[config.mk]
export PLATFORM = sky130hd
export DESIGN_NAME = axi_lite_uart_flat
export DESIGN_NICKNAME = d
export VERILOG_FILES = /design/src/rtl/axi_lite_uart_if.sv /design/src/rtl/axi_lite_uart.sv /design/src/flat_wrapper.sv
export SDC_FILE = /design/constraint.sdc
export NUM_CORES = 1
export LEC_CHECK = 0
export CAP_MARGIN = 20
export CORE_AREA = 3 3 142 144
export DETAILED_ROUTE_END_ITERATION = 16
export DIE_AREA = 0 0 145 147
export PLACE_DENSITY = 0.76
export SYNTH_ARGS = -nofsm -noshare
export SYNTH_HDL_FRONTEND = slang
export SYNTH_SLANG_ARGS = --single-unit
[constraint.sdc]
create_clock -name clk -period 3.8 [get_ports clk]
set_input_delay 0.57 -clock clk [delete_from_list [all_inputs] [get_ports clk]]
set_output_delay 0.57 -clock clk [all_outputs]
set_load 0.01 [all_outputs]
[src/rtl/axi_lite_uart_if.sv]
// AXI4-Lite register bus between a master and the UART register block.
// No logic, wires only: latency is whatever the two endpoints implement.
// Backpressure: standard valid/ready on AW, W, B, AR and R channels.
interface axi_lite_uart_if #(
    parameter int ADDR_W = 64,
    parameter int DATA_W = 32
);
    logic [ADDR_W-1:0]   awaddr;
    logic                awvalid;
    logic                awready;
    logic [DATA_W-1:0]   wdata;
    logic [DATA_W/8-1:0] wstrb;
    logic                wvalid;
    logic                wready;
    logic [1:0]          bresp;
    logic                bvalid;
    logic                bready;
    logic [ADDR_W-1:0]   araddr;
    logic                arvalid;
    logic                arready;
    logic [DATA_W-1:0]   rdata;
    logic [1:0]          rresp;
    logic                rvalid;
    logic                rready;

    modport slave (
        input  awaddr, awvalid, wdata, wstrb, wvalid, bready, araddr, arvalid, rready,
        output awready, wready, bresp, bvalid, arready, rdata, rresp, rvalid
    );

    modport master (
        output awaddr, awvalid, wdata, wstrb, wvalid, bready, araddr, arvalid, rready,
        input  awready, wready, bresp, bvalid, arready, rdata, rresp, rvalid
    );
endinterface

[src/rtl/axi_lite_uart.sv]
// AXI-Lite UART: TX FIFO feeding an 8N1 serialiser, single-byte RX holding register.
// Latency: B/R one cycle after handshake; TXDATA write into idle UART puts start bit on tx two cycles later.
// Backpressure: one outstanding write and read; full TX FIFO drops data and answers SLVERR.
module axi_lite_uart #(
    parameter int CLK_DIV       = 868,
    parameter int TX_FIFO_DEPTH = 8
) (
    input  logic            clk,
    input  logic            rst_n,
    axi_lite_uart_if.slave  axi,
    output logic            tx,
    input  logic            rx
);
    localparam int          AW       = $clog2(TX_FIFO_DEPTH);
    localparam logic [15:0] DIV_M1   = 16'(CLK_DIV - 1);
    localparam logic [15:0] HALF_M1  = 16'(CLK_DIV / 2 - 1);
    localparam logic [15:0] CNT_INC  = 16'd1;
    localparam logic [AW-1:0] PTR_ONE = 1;
    localparam logic [AW:0]   OCC_ONE = 1;
    localparam logic [AW:0]   OCC_FULL = (AW+1)'(TX_FIFO_DEPTH);

    localparam logic [1:0] RESP_OKAY   = 2'b00;
    localparam logic [1:0] RESP_SLVERR = 2'b10;
    localparam logic [1:0] REG_TXDATA  = 2'd0;
    localparam logic [1:0] REG_RXDATA  = 2'd1;
    localparam logic [1:0] REG_STATUS  = 2'd2;
    localparam logic [1:0] REG_CLEAR   = 2'd3;

    typedef enum logic [1:0] {S_IDLE, S_START, S_DATA, S_STOP} uart_state_t;

    // ---------------------------------------------------------------- bus side
    logic        b_vld;
    logic [1:0]  b_resp;
    logic        r_vld;
    logic [31:0] r_dat;
    logic        wr_hs;
    logic        rd_hs;
    logic [1:0]  wr_reg;
    logic [1:0]  rd_reg;
    logic [31:0] rd_mux;
    logic [31:0] status;

    // address bits outside [3:2], wstrb and upper wdata carry no meaning here
    logic unused_bits;
    assign unused_bits = ^{axi.awaddr[63:4], axi.awaddr[1:0], axi.araddr[63:4],
                           axi.araddr[1:0], axi.wdata[31:8], axi.wstrb};

    assign wr_reg = axi.awaddr[3:2];
    assign rd_reg = axi.araddr[3:2];

    // write accepted only with address and data together and no B pending
    assign wr_hs       = rst_n & axi.awvalid & axi.wvalid & ~b_vld;
    assign axi.awready = wr_hs;
    assign axi.wready  = wr_hs;
    assign axi.arready = rst_n & ~r_vld;
    assign rd_hs       = axi.arvalid & axi.arready;

    assign axi.bvalid = b_vld;
    assign axi.bresp  = b_resp;
    assign axi.rvalid = r_vld;
    assign axi.rdata  = r_dat;
    assign axi.rresp  = RESP_OKAY;

    // ---------------------------------------------------------------- TX FIFO
    logic [7:0]    fifo_mem [TX_FIFO_DEPTH];
    logic [AW-1:0] wr_ptr;
    logic [AW-1:0] rd_ptr;
    logic [AW:0]   fifo_cnt;
    logic          fifo_full;
    logic          fifo_empty;
    logic          push;
    logic          pop;
    logic [7:0]    fifo_head;

    assign fifo_full  = (fifo_cnt == OCC_FULL);
    assign fifo_empty = (fifo_cnt == '0);
    assign fifo_head  = fifo_mem[rd_ptr];
    // full is judged on the pre-edge occupancy, so a same-cycle pop never makes room
    assign push       = wr_hs & (wr_reg == REG_TXDATA) & ~fifo_full;

    // FIFO storage, no reset needed since occupancy guards every read
    always_ff @(posedge clk) begin
        if (push) begin
            fifo_mem[wr_ptr] <= axi.wdata[7:0];
        end
    end

    // FIFO pointers and occupancy; push and pop together leave occupancy unchanged
    always_ff @(posedge clk) begin
        if (!rst_n) begin
            wr_ptr   <= '0;
            rd_ptr   <= '0;
            fifo_cnt <= '0;
        end else begin
            if (push) wr_ptr <= wr_ptr + PTR_ONE;
            if (pop)  rd_ptr <= rd_ptr + PTR_ONE;
            case ({push, pop})
                2'b10:   fifo_cnt <= fifo_cnt + OCC_ONE;
                2'b01:   fifo_cnt <= fifo_cnt - OCC_ONE;
                default: fifo_cnt <= fifo_cnt;
            endcase
        end
    end

    // ---------------------------------------------------------------- TX serialiser
    uart_state_t tx_state;
    logic [15:0] tx_cnt;
    logic [2:0]  tx_bit;
    logic [7:0]  tx_shift;
    logic        tx_busy;

    assign tx_busy = (tx_state != S_IDLE);
    // pull the next byte when idle, or at the last stop cycle for gapless frames
    assign pop = ~fifo_empty &
                 ((tx_state == S_IDLE) | ((tx_state == S_STOP) & (tx_cnt == DIV_M1)));

    // TX FSM; tx is a flop so the line never glitches between states
    always_ff @(posedge clk) begin
        if (!rst_n) begin
            tx_state <= S_IDLE;
            tx_cnt   <= '0;
            tx_bit   <= '0;
            tx_shift <= '0;
            tx       <= 1'b1;
        end else begin
            case (tx_state)
                S_IDLE: begin
                    if (pop) begin
                        tx_shift <= fifo_head;
                        tx       <= 1'b0;
                        tx_cnt   <= '0;
                        tx_state <= S_START;
                    end
                end
                S_START: begin
                    if (tx_cnt == DIV_M1) begin
                        tx_cnt   <= '0;
                        tx_bit   <= '0;
                        tx       <= tx_shift[0];
                        tx_state <= S_DATA;
                    end else begin
                        tx_cnt <= tx_cnt + CNT_INC;
                    end
                end
                S_DATA: begin
                    if (tx_cnt == DIV_M1) begin
                        tx_cnt <= '0;
                        if (tx_bit == 3'd7) begin
                            tx       <= 1'b1;
                            tx_state <= S_STOP;
                        end else begin
                            tx       <= tx_shift[1];
                            tx_shift <= {1'b0, tx_shift[7:1]};
                            tx_bit   <= tx_bit + 3'd1;
                        end
                    end else begin
                        tx_cnt <= tx_cnt + CNT_INC;
                    end
                end
                S_STOP: begin
                    if (tx_cnt == DIV_M1) begin
                        tx_cnt <= '0;
                        if (pop) begin
                            tx_shift <= fifo_head;
                            tx       <= 1'b0;
                            tx_state <= S_START;
                        end else begin
                            tx_state <= S_IDLE;
                        end
                    end else begin
                        tx_cnt <= tx_cnt + CNT_INC;
                    end
                end
                default: tx_state <= S_IDLE;
            endcase
        end
    end

    // ---------------------------------------------------------------- RX path
    logic        rx_meta;
    logic        rx_sync;
    logic        rx_prev;
    logic        rx_fall;
    uart_state_t rx_state;
    logic [15:0] rx_cnt;
    logic [2:0]  rx_bit;
    logic [7:0]  rx_shift;
    logic        rx_stop_end;
    logic        rx_done_ok;
    logic        rx_frame_err;
    logic        rx_valid;
    logic [7:0]  rx_byte;
    logic        overrun;
    logic        framing_err;
    logic        rd_rx;
    logic        clr_hs;
    logic        ovr_set;

    // two-flop synchroniser plus one delayed copy for falling-edge detection
    always_ff @(posedge clk) begin
        if (!rst_n) begin
            rx_meta <= 1'b1;
            rx_sync <= 1'b1;
            rx_prev <= 1'b1;
        end else begin
            rx_meta <= rx;
            rx_sync <= rx_meta;
            rx_prev <= rx_sync;
        end
    end

    assign rx_fall      = rx_prev & ~rx_sync;
    assign rx_stop_end  = (rx_state == S_STOP) & (rx_cnt == DIV_M1);
    assign rx_done_ok   = rx_stop_end & rx_sync;
    assign rx_frame_err = rx_stop_end & ~rx_sync;

    // RX FSM: half a bit to the start centre, then one full bit per sample
    always_ff @(posedge clk) begin
        if (!rst_n) begin
            rx_state <= S_IDLE;
            rx_cnt   <= '0;
            rx_bit   <= '0;
            rx_shift <= '0;
        end else begin
            case (rx_state)
                S_IDLE: begin
                    if (rx_fall) begin
                        rx_cnt   <= '0;
                        rx_state <= S_START;
                    end
                end
                S_START: begin
                    if (rx_cnt == HALF_M1) begin
                        rx_cnt   <= '0;
                        rx_bit   <= '0;
                        rx_state <= rx_sync ? S_IDLE : S_DATA;
                    end else begin
                        rx_cnt <= rx_cnt + CNT_INC;
                    end
                end
                S_DATA: begin
                    if (rx_cnt == DIV_M1) begin
                        rx_cnt   <= '0;
                        rx_shift <= {rx_sync, rx_shift[7:1]};
                        if (rx_bit == 3'd7) begin
                            rx_state <= S_STOP;
                        end else begin
                            rx_bit <= rx_bit + 3'd1;
                        end
                    end else begin
                        rx_cnt <= rx_cnt + CNT_INC;
                    end
                end
                S_STOP: begin
                    if (rx_cnt == DIV_M1) begin
                        rx_cnt   <= '0;
                        rx_state <= S_IDLE;
                    end else begin
                        rx_cnt <= rx_cnt + CNT_INC;
                    end
                end
                default: rx_state <= S_IDLE;
            endcase
        end
    end

    assign rd_rx   = rd_hs & (rd_reg == REG_RXDATA);
    assign clr_hs  = wr_hs & (wr_reg == REG_CLEAR);
    // a read in the completion cycle frees the holder, so that is not an overrun
    assign ovr_set = rx_done_ok & rx_valid & ~rd_rx;

    // RX holding register and sticky flags; a new error beats a same-cycle clear
    always_ff @(posedge clk) begin
        if (!rst_n) begin
            rx_valid    <= 1'b0;
            rx_byte     <= '0;
            overrun     <= 1'b0;
            framing_err <= 1'b0;
        end else begin
            if (rx_done_ok && (!rx_valid || rd_rx)) begin
                rx_byte  <= rx_shift;
                rx_valid <= 1'b1;
            end else if (rd_rx) begin
                rx_valid <= 1'b0;
            end
            overrun     <= ovr_set | (overrun & ~(clr_hs & axi.wdata[3]));
            framing_err <= rx_frame_err | (framing_err & ~(clr_hs & axi.wdata[4]));
        end
    end

    // ---------------------------------------------------------------- responses
    assign status = {26'b0, tx_busy, framing_err, overrun, rx_valid, fifo_empty, fifo_full};

    // read data mux; write-only registers read back as zero
    always_comb begin
        rd_mux = '0;
        case (rd_reg)
            REG_RXDATA: rd_mux = {rx_valid, 23'b0, rx_byte};
            REG_STATUS: rd_mux = status;
            default:    rd_mux = '0;
        endcase
    end

    // write response: SLVERR only for a TXDATA write that found the FIFO full
    always_ff @(posedge clk) begin
        if (!rst_n) begin
            b_vld  <= 1'b0;
            b_resp <= RESP_OKAY;
        end else if (wr_hs) begin
            b_vld  <= 1'b1;
            b_resp <= ((wr_reg == REG_TXDATA) && fifo_full) ? RESP_SLVERR : RESP_OKAY;
        end else if (b_vld && axi.bready) begin
            b_vld <= 1'b0;
        end
    end

    // read response captured at the handshake and held until rready
    always_ff @(posedge clk) begin
        if (!rst_n) begin
            r_vld <= 1'b0;
            r_dat <= '0;
        end else if (rd_hs) begin
            r_vld <= 1'b1;
            r_dat <= rd_mux;
        end else if (r_vld && axi.rready) begin
            r_vld <= 1'b0;
        end
    end
endmodule

[src/flat_wrapper.sv]
// flat-port wrapper written by rule: the top's interface ports become plain ports
module axi_lite_uart_flat 
#(
    parameter int CLK_DIV       = 868,
    parameter int TX_FIFO_DEPTH = 8
)
  (clk, rst_n, tx, rx, axi_awaddr, axi_awvalid, axi_wdata, axi_wstrb, axi_wvalid, axi_bready, axi_araddr, axi_arvalid, axi_rready, axi_awready, axi_wready, axi_bresp, axi_bvalid, axi_arready, axi_rdata, axi_rresp, axi_rvalid);
  axi_lite_uart_if axi_i ();
  input  logic clk;
  input  logic rst_n;
  output logic tx;
  input  logic rx;
  input wire logic [$bits(axi_i.awaddr)-1:0] axi_awaddr;
  input wire logic [$bits(axi_i.awvalid)-1:0] axi_awvalid;
  input wire logic [$bits(axi_i.wdata)-1:0] axi_wdata;
  input wire logic [$bits(axi_i.wstrb)-1:0] axi_wstrb;
  input wire logic [$bits(axi_i.wvalid)-1:0] axi_wvalid;
  input wire logic [$bits(axi_i.bready)-1:0] axi_bready;
  input wire logic [$bits(axi_i.araddr)-1:0] axi_araddr;
  input wire logic [$bits(axi_i.arvalid)-1:0] axi_arvalid;
  input wire logic [$bits(axi_i.rready)-1:0] axi_rready;
  output wire logic [$bits(axi_i.awready)-1:0] axi_awready;
  output wire logic [$bits(axi_i.wready)-1:0] axi_wready;
  output wire logic [$bits(axi_i.bresp)-1:0] axi_bresp;
  output wire logic [$bits(axi_i.bvalid)-1:0] axi_bvalid;
  output wire logic [$bits(axi_i.arready)-1:0] axi_arready;
  output wire logic [$bits(axi_i.rdata)-1:0] axi_rdata;
  output wire logic [$bits(axi_i.rresp)-1:0] axi_rresp;
  output wire logic [$bits(axi_i.rvalid)-1:0] axi_rvalid;
  assign axi_i.awaddr = axi_awaddr;
  assign axi_i.awvalid = axi_awvalid;
  assign axi_i.wdata = axi_wdata;
  assign axi_i.wstrb = axi_wstrb;
  assign axi_i.wvalid = axi_wvalid;
  assign axi_i.bready = axi_bready;
  assign axi_i.araddr = axi_araddr;
  assign axi_i.arvalid = axi_arvalid;
  assign axi_i.rready = axi_rready;
  assign axi_awready = axi_i.awready;
  assign axi_wready = axi_i.wready;
  assign axi_bresp = axi_i.bresp;
  assign axi_bvalid = axi_i.bvalid;
  assign axi_arready = axi_i.arready;
  assign axi_rdata = axi_i.rdata;
  assign axi_rresp = axi_i.rresp;
  assign axi_rvalid = axi_i.rvalid;
  axi_lite_uart #(.CLK_DIV(CLK_DIV), .TX_FIFO_DEPTH(TX_FIFO_DEPTH)) u_core (.clk(clk), .rst_n(rst_n), .axi(axi_i), .tx(tx), .rx(rx));
endmodule
==> metrics.txt, run 1 <==
ANT cells=0; peak supply drop=386.2 uV; Initial Utilization=0.4017; Crit Path Max Fanout=7; Hold Path Class=register to register; count leader, synth=dfxtp_1; final-stage net count=944; DRC viols=0; Pins Over Slew Limit=0; worst skew pair latency=0.43 ns; Resized cells post-CTS=0; Finished Layout Cells=1026; Area after DPL=8108 sq um; Synth Flop Type=dfxtp_1; Post-synth top cells=98 x dfxtp_1, 74 x nand2_1, 64 x edfxtp_1; kind of critical path=register to register; vias in the first global route=5107; GP Congestion=0.8157; Post-synth EDFFs=64; CTS root buf=clkbuf_16; post-synthesis sequential area ratio=0.5134; post-synth top area share=0.2593; Critical Path Sink Type=register; DR iter-0 viols=408; first-pass GRT wire length=25830 um; CTS H-tree lvls=4; Fmax=0.3121 GHz; CORE AREA=18830 sq um; Post-Syn Area per Cell=10.48 sq um; register area=3884 sq um; CP Buf/Inv Count=1; Hold Buf Count CTS=0; final instance area=8716 sq um; worst r2r src=u_core.tx_cnt[0]$_SDFFE_PN0P_; final hold vios=0; total leakage power=3.097 nW; CTS tree=yes; slowest cell on the critical path=or4b_4; CTS buffer count=17; CTS Sinks=162; crit path time final=3.204 ns; Post-CTS Setup Bufs=0; Worst path most repeated cell=ha_1; WL/cell=15.00 um; Final HPWL DP=10070 um; critical path's largest stage delay=0.51 ns; Layout Area Growth over Synthesis=15.22%; Multi-input gate area=3349 sq um; Cell Rows=50; unique cell type count in the Yosys netlist=66; via count=5545; startpoint types=register; #FFs+latches synth=162; RSZ-0062 raised after global routing=false; Die Area=21320 sq um; Critical Path Start=u_core.tx_cnt[0]$_SDFFE_PN0P_; largest net degree at the start of global routing=71; Worst-Margin Slew=0.8662 ns; CP Data Arrival Time=3.51 ns; vias per std cell=5.404; status=complete, no violations; Top Ports=214; Worst Hold End=u_core.rx_sync$_SDFF_PN1_; R2R Setup Slk=0.60 ns; max-cap viol count=0; Synth Cell Area=7565 sq um; share of cells above drive strength 1=0.1123; die height=147 um; initial antenna violation count=0; crit-path cells=ha_1 > or4b_4 > o41ai_4 > nand2_1 > inv_1 > ha_1 > nor3b_1 > a21oi_1 > o311a_1 > o21ai_0 > o211ai_1; placed cells=994; setup_tns=0 ns; area leader, netlist=dfxtp_1; Clock transition at path regs=0.07 ns; Tcrit/Tclk final=0.8431; P per Cell Area=503.8 nW/um^2; final wirelength=15390 um; FILL cells=1682; Antenna Nets Post-Route=0; Total GRT Usage=0.1478; Buffers on Ports=35; Die Wd=145 um; CP delay by family, top=compound AO/OA/AOI/OAI gates; Final Setup Violations=0; Slew headroom=0.4172; total number of yosys warnings=0; hold path start=u_core.rx_meta$_SDFF_PN1_; largest cells by area after synthesis=dfxtp_1 26%, edfxtp_1 25%, mux4_2 4.8%, nand2_1 3.7%, mux2i_1 3.3%; Congestion Overflow GR=0; Clock Path Buffers=2; Critical R2R Capture=u_core.fifo_cnt[3]$_SDFFE_PN0P_; drt first pass iters=5; Crit path required time=4.10 ns; ys async rst share=0; worst-case reg-to-reg path depth=11; hold path cells=1; Post-Synthesis Cells=722; skew final=0.008210 ns
-- worst max path at each step --
stage / endpoint / slack, ns / cells past startpoint
floorplan: u_core.fifo_cnt[2]$_SDFFE_PN0P_ / 0.72 / 13
global placement: u_core.fifo_cnt[2]$_SDFFE_PN0P_ / 0.43 / 12
detailed placement: u_core.fifo_cnt[2]$_SDFFE_PN0P_ / 0.40 / 12
CTS: u_core.fifo_cnt[3]$_SDFFE_PN0P_ / 0.61 / 11
global route: u_core.fifo_cnt[2]$_SDFFE_PN0P_ / 0.36 / 12
finish: u_core.fifo_cnt[3]$_SDFFE_PN0P_ / 0.60 / 11
-- power breakdown --
part | total (mW) | switching [mW] | internal, mW | leakage, nW
logic | 0.721 | 0.435 | 0.285 | 1.43
clock network | 1.75 | 0.751 | 1.00 | 0.303
registers | 1.92 | 0.0584 | 1.86 | 1.37
-- placed cells by master (no fill, tap or decap), types with 4 or more instances in the layout --
| cell | n |
|---|---|
| conb_1 | 26 |
| a21oi_1 | 43 |
| nand4b_1 | 5 |
| o21ai_0 | 18 |
| nor2b_1 | 5 |
| clkbuf_16 | 18 |
| nor4b_1 | 4 |
| a22oi_1 | 7 |
| nor4_1 | 9 |
| inv_6 | 7 |
| a211oi_1 | 4 |
| nor3_1 | 18 |
| a31oi_1 | 18 |
| xor2_1 | 7 |
| nand2b_1 | 14 |
| edfxtp_1 | 64 |
| nand3b_1 | 4 |
| dfxtp_1 | 98 |
| ha_1 | 19 |
| mux4_2 | 16 |
| mux2i_1 | 25 |
| nand4_1 | 11 |
| nand3_1 | 28 |
| buf_4 | 19 |
| nor2_1 | 60 |
| mux2_2 | 7 |
| or3_1 | 5 |
| o211ai_1 | 15 |
| and2_1 | 5 |
| and3_1 | 9 |
| inv_1 | 14 |
| nand2_1 | 74 |
| clkdlybuf4s50_1 | 35 |
-- flip-flops by register name, summed over array words and instances (netlist names), 2 cells and up, named ones only --
register,flops
u_core.rx_bit,3
u_core.rx_byte,8
u_core.axi.rdata,9
u_core.fifo_cnt,4
u_core.wr_ptr,3
u_core.tx_cnt,16
u_core.rx_shift,8
u_core.tx_shift,8
u_core.tx_state,2
u_core.rd_ptr,3
u_core.tx_bit,3
u_core.fifo_mem,64
u_core.rx_cnt,16
-- per-stage QoR --
step / total power, mW / hold slack [ns] / utilization / setup slack (ns)
4_1_cts: 4.410 / 0.4219 / 0.4629 / 0.6082
6_report: 4.391 / 0.4208 / 0.4629 / 0.5963
3_5_place_dp: 2.666 / 0.3994 / 0.4306 / 0.4008
3_3_place_gp: 2.653 / 0.3918 / 0.4306 / 0.4304
2_1_floorplan: 2.496 / 0.3863 / - / 0.7152
5_1_grt: 4.563 / 0.4395 / 0.4629 / 0.3582
-- cell type report --
class,count,share of cell area
Multi-Input combinational cell,503,0.3843
Tap cell,260,0.03732
Timing Repair Buffer,54,0.05656
Inverter,15,0.006460
Sequential cell,162,0.4456
Clock inverter,13,0.01766
Clock buffer,19,0.05211
-- routing by layer --
layer  vias to the layer above  routed length (um)  GRT usage
li1                       2678                   -          -
met1                      2678                7202     0.2031
met2                       164                7168     0.2296
met3                        25                 719    0.03393
met4                         0                 295    0.05558
met5                         -                   0          0
-- logic make-up after synthesis --
kind of cell,count (synthesis),share of synthesized area
other cells,1,0.0004957
xor+xnor,9,0.01042
mux,48,0.09114
flops,162,0.5134
compound gates,131,0.1148
fa+ha+maj,19,0.03143
buf+inv,82,0.05623
simple gates,270,0.1821
Power figures use the tool's default switching activity.
==> run 2, diff against run 1 <==
Settings changed: PLACE_DENSITY 0.76 to 0.79.
Clock period 3.8 ns to 2.7 ns, I/O delays scaled along.
==> run 2 against run 1 <==
Sequential cell count stayed put. Wire length increased by 5.5%. Clock power rose by 37%. Core utilization up 1.5 points. Largest cell class unchanged. Final area up 3.3%. Clock skew increased by 0.0045 ns. Critical path depth unchanged. Combinational power rose by 58%. Via count is 2.4% higher. Largest power group unchanged.
==> metrics.txt, run 2 (same netlist as run 1, synthesis figures left out) <==
vias per std cell=5.372 (-0.60%); Largest register FFs=64 (unchanged); Worst-Margin Slew=0.8035 ns (-0.06267 ns); Clock transition at path regs=0.07 ns (about the same); via count=5678 (+2.4%); worst skew pair latency=0.42 ns (about the same); Pins Over Slew Limit=0 (unchanged); worst r2r src=u_core.tx_cnt[12]$_SDFFE_PN0P_; Worst Hold End=u_core.rx_sync$_SDFF_PN1_; initial antenna violation count=0 (unchanged); peak supply drop=405.8 uV (+5.1%); Die Area=21320 sq um (unchanged); leading cell type in the layout, fill and taps excluded=dfxtp_1; CTS Sinks=162 (unchanged); Hold Path Class=register to register; Initial Utilization=0.4017 (unchanged); Cell Rows=50 (unchanged); total power=6.235 mW (+42%); Layout Area Growth over Synthesis=19.02%; final-stage net count=975 (+3.3%); hold_ws=0.4301 ns (+0.009252 ns); drt first pass iters=5 (unchanged); RSZ-0062 raised after global routing=true; R2R Setup Slk=0.02 ns (-0.58 ns); CTS H-tree lvls=4 (unchanged); WL/cell=15.35 um (+2.4%); DR iter-0 viols=324 (-21%); final wirelength=16230 um (+5.5%); hold path cells=1 (unchanged); Antenna Nets Post-Route=0 (unchanged); crit path time final=2.680 ns (-0.5241 ns); max-cap viol count=0 (unchanged); status=complete, no violations; CP Data Arrival Time=3.03 ns (-0.48 ns); final instance area=9004 sq um (+3.3%); Crit path required time=3.05 ns (-1.05 ns); Final Util=0.4781 (+0.01528); Setup WS pre-CTS=-0.2105 ns (-0.6113 ns); CTS tree=yes; GP Congestion=0.8380 (+2.7%); share of cells above drive strength 1=0.1656 (+0.05335); CORE AREA=18830 sq um (unchanged); die height=147 um (unchanged); ANT cells=0 (unchanged); most frequent cells in the layout=93 x dfxtp_1, 73 x nand2_1, 64 x edfxtp_1, 60 x nor2_1, 50 x buf_4; Tcrit/Tclk final=0.9924 (+0.1494); CTS buffer count=17 (unchanged); Critical R2R Capture=u_core.fifo_cnt[2]$_SDFFE_PN0P_; vias in the first global route=5402 (+5.8%); Total GRT Usage=0.1519 (+0.004135); Area after DPL=8379 sq um (+3.3%); largest net degree at the start of global routing=40 (-44%); Fmax=0.3732 GHz (+20%); skew final=0.01275 ns (+0.004544 ns); Largest regs=u_core.fifo_mem x64, u_core.rx_cnt x16, u_core.tx_cnt x16; Slew headroom=0.4643 (+0.04710); startpoint types=register; Congestion Overflow GR=0 (unchanged); first-pass GRT wire length=26920 um (+4.2%); Die Wd=145 um (unchanged); Buffers on Ports=35 (unchanged); Top Ports=214 (unchanged); kind of critical path=register to register; hold path start=u_core.rx_meta$_SDFF_PN1_; Final HPWL DP=10820 um (+7.4%); DRC viols=0 (unchanged); Crit Path Max Fanout=4 (-3); Largest Register=u_core.fifo_mem; worst setup margin=0.02040 ns (-0.5759 ns); CTS root buf=clkbuf_16; final hold vios=0 (unchanged); worst-case reg-to-reg path depth=11 (unchanged); Final Setup Violations=0 (unchanged); total leakage power=3.245 nW (+4.8%); Clock Path Buffers=2 (unchanged); Critical Path Sink Type=register; P per Cell Area=692.5 nW/um^2 (+37%)
-- run 2: metrics by stage --
step / setup TNS, ns / std cells
after floorplan: -0.03272 / 747
after global placement: -0.2628 / 1024
after detailed placement: -0.3437 / 1024
after CTS: 0 / 1056
after global routing: -0.1414 / 1057
final: 0 / 1057
-- run 2: routing by layer --
layer / up-vias / global-route usage / share of wire
li1: 2738 / - / -
met1: 2754 / 0.2031 / 0.45
met2: 169 / 0.2512 / 0.49
met3: 17 / 0.02807 / 0.050
met4: 0 / 0.05036 / 0.015
met5: - / 0 / 0
-- run 2: layout make-up --
cell class	count	area, sq um
well taps	260	325.3
fillers	1659	9827
clock buffers	17	425.4
multi-input cells	503	3411
flip-flops and latches	162	3892
inverters	15	58.81
repair buffers	85	725.7
clock inverters	15	165.2
-- run 2: critical path, cell delays in order (launching register included) --
cell	delay [ns]
dfxtp_2	0.32
or4_4	0.54
o41ai_4	0.46
nand2_4	0.09
inv_4	0.07
ha_4	0.15
xor2_1	0.07
ha_2	0.20
nor3b_1	0.25
a2bb2oi_2	0.10
a21oi_2	0.15
mux2i_1	0.19
-- run 2: worst max path at each step --
stage	from	end	slack (ns)
after CTS	u_core.tx_cnt[13]$_SDFFE_PN0P_	u_core.fifo_cnt[2]$_SDFFE_PN0P_	0.03
final	u_core.tx_cnt[12]$_SDFFE_PN0P_	u_core.fifo_cnt[2]$_SDFFE_PN0P_	0.02
after floorplan	u_core.tx_cnt[13]$_SDFFE_PN0P_	u_core.fifo_cnt[2]$_SDFFE_PN0P_	-0.03
after global placement	rst_n	u_core.fifo_cnt[2]$_SDFFE_PN0P_	-0.17
after detailed placement	rst_n	u_core.fifo_cnt[2]$_SDFFE_PN0P_	-0.21
after global routing	u_core.fifo_cnt[1]$_SDFFE_PN0P_	u_core.fifo_cnt[2]$_SDFFE_PN0P_	-0.09
-- run 2: power by group --
part	switching [mW]	leakage [nW]	total, mW	internal [mW]
clock network	1.14	0.291	2.39	1.26
registers	0.0827	1.37	2.71	2.62
logic	0.660	1.58	1.14	0.476
total	1.88	3.25	6.24	4.35
-- run 2: repair_timing --
| action | CTS | global route |
|---|---|---|
| pin swaps | 0 | 1 |
| endpoints found under the setup margin | 1 | 2 |
| hold buffers | 0 | 0 |
| setup buffers | 0 | 1 |
| endpoints found under the hold margin | 0 | 0 |
| gates resized for setup | 1 | 6 |
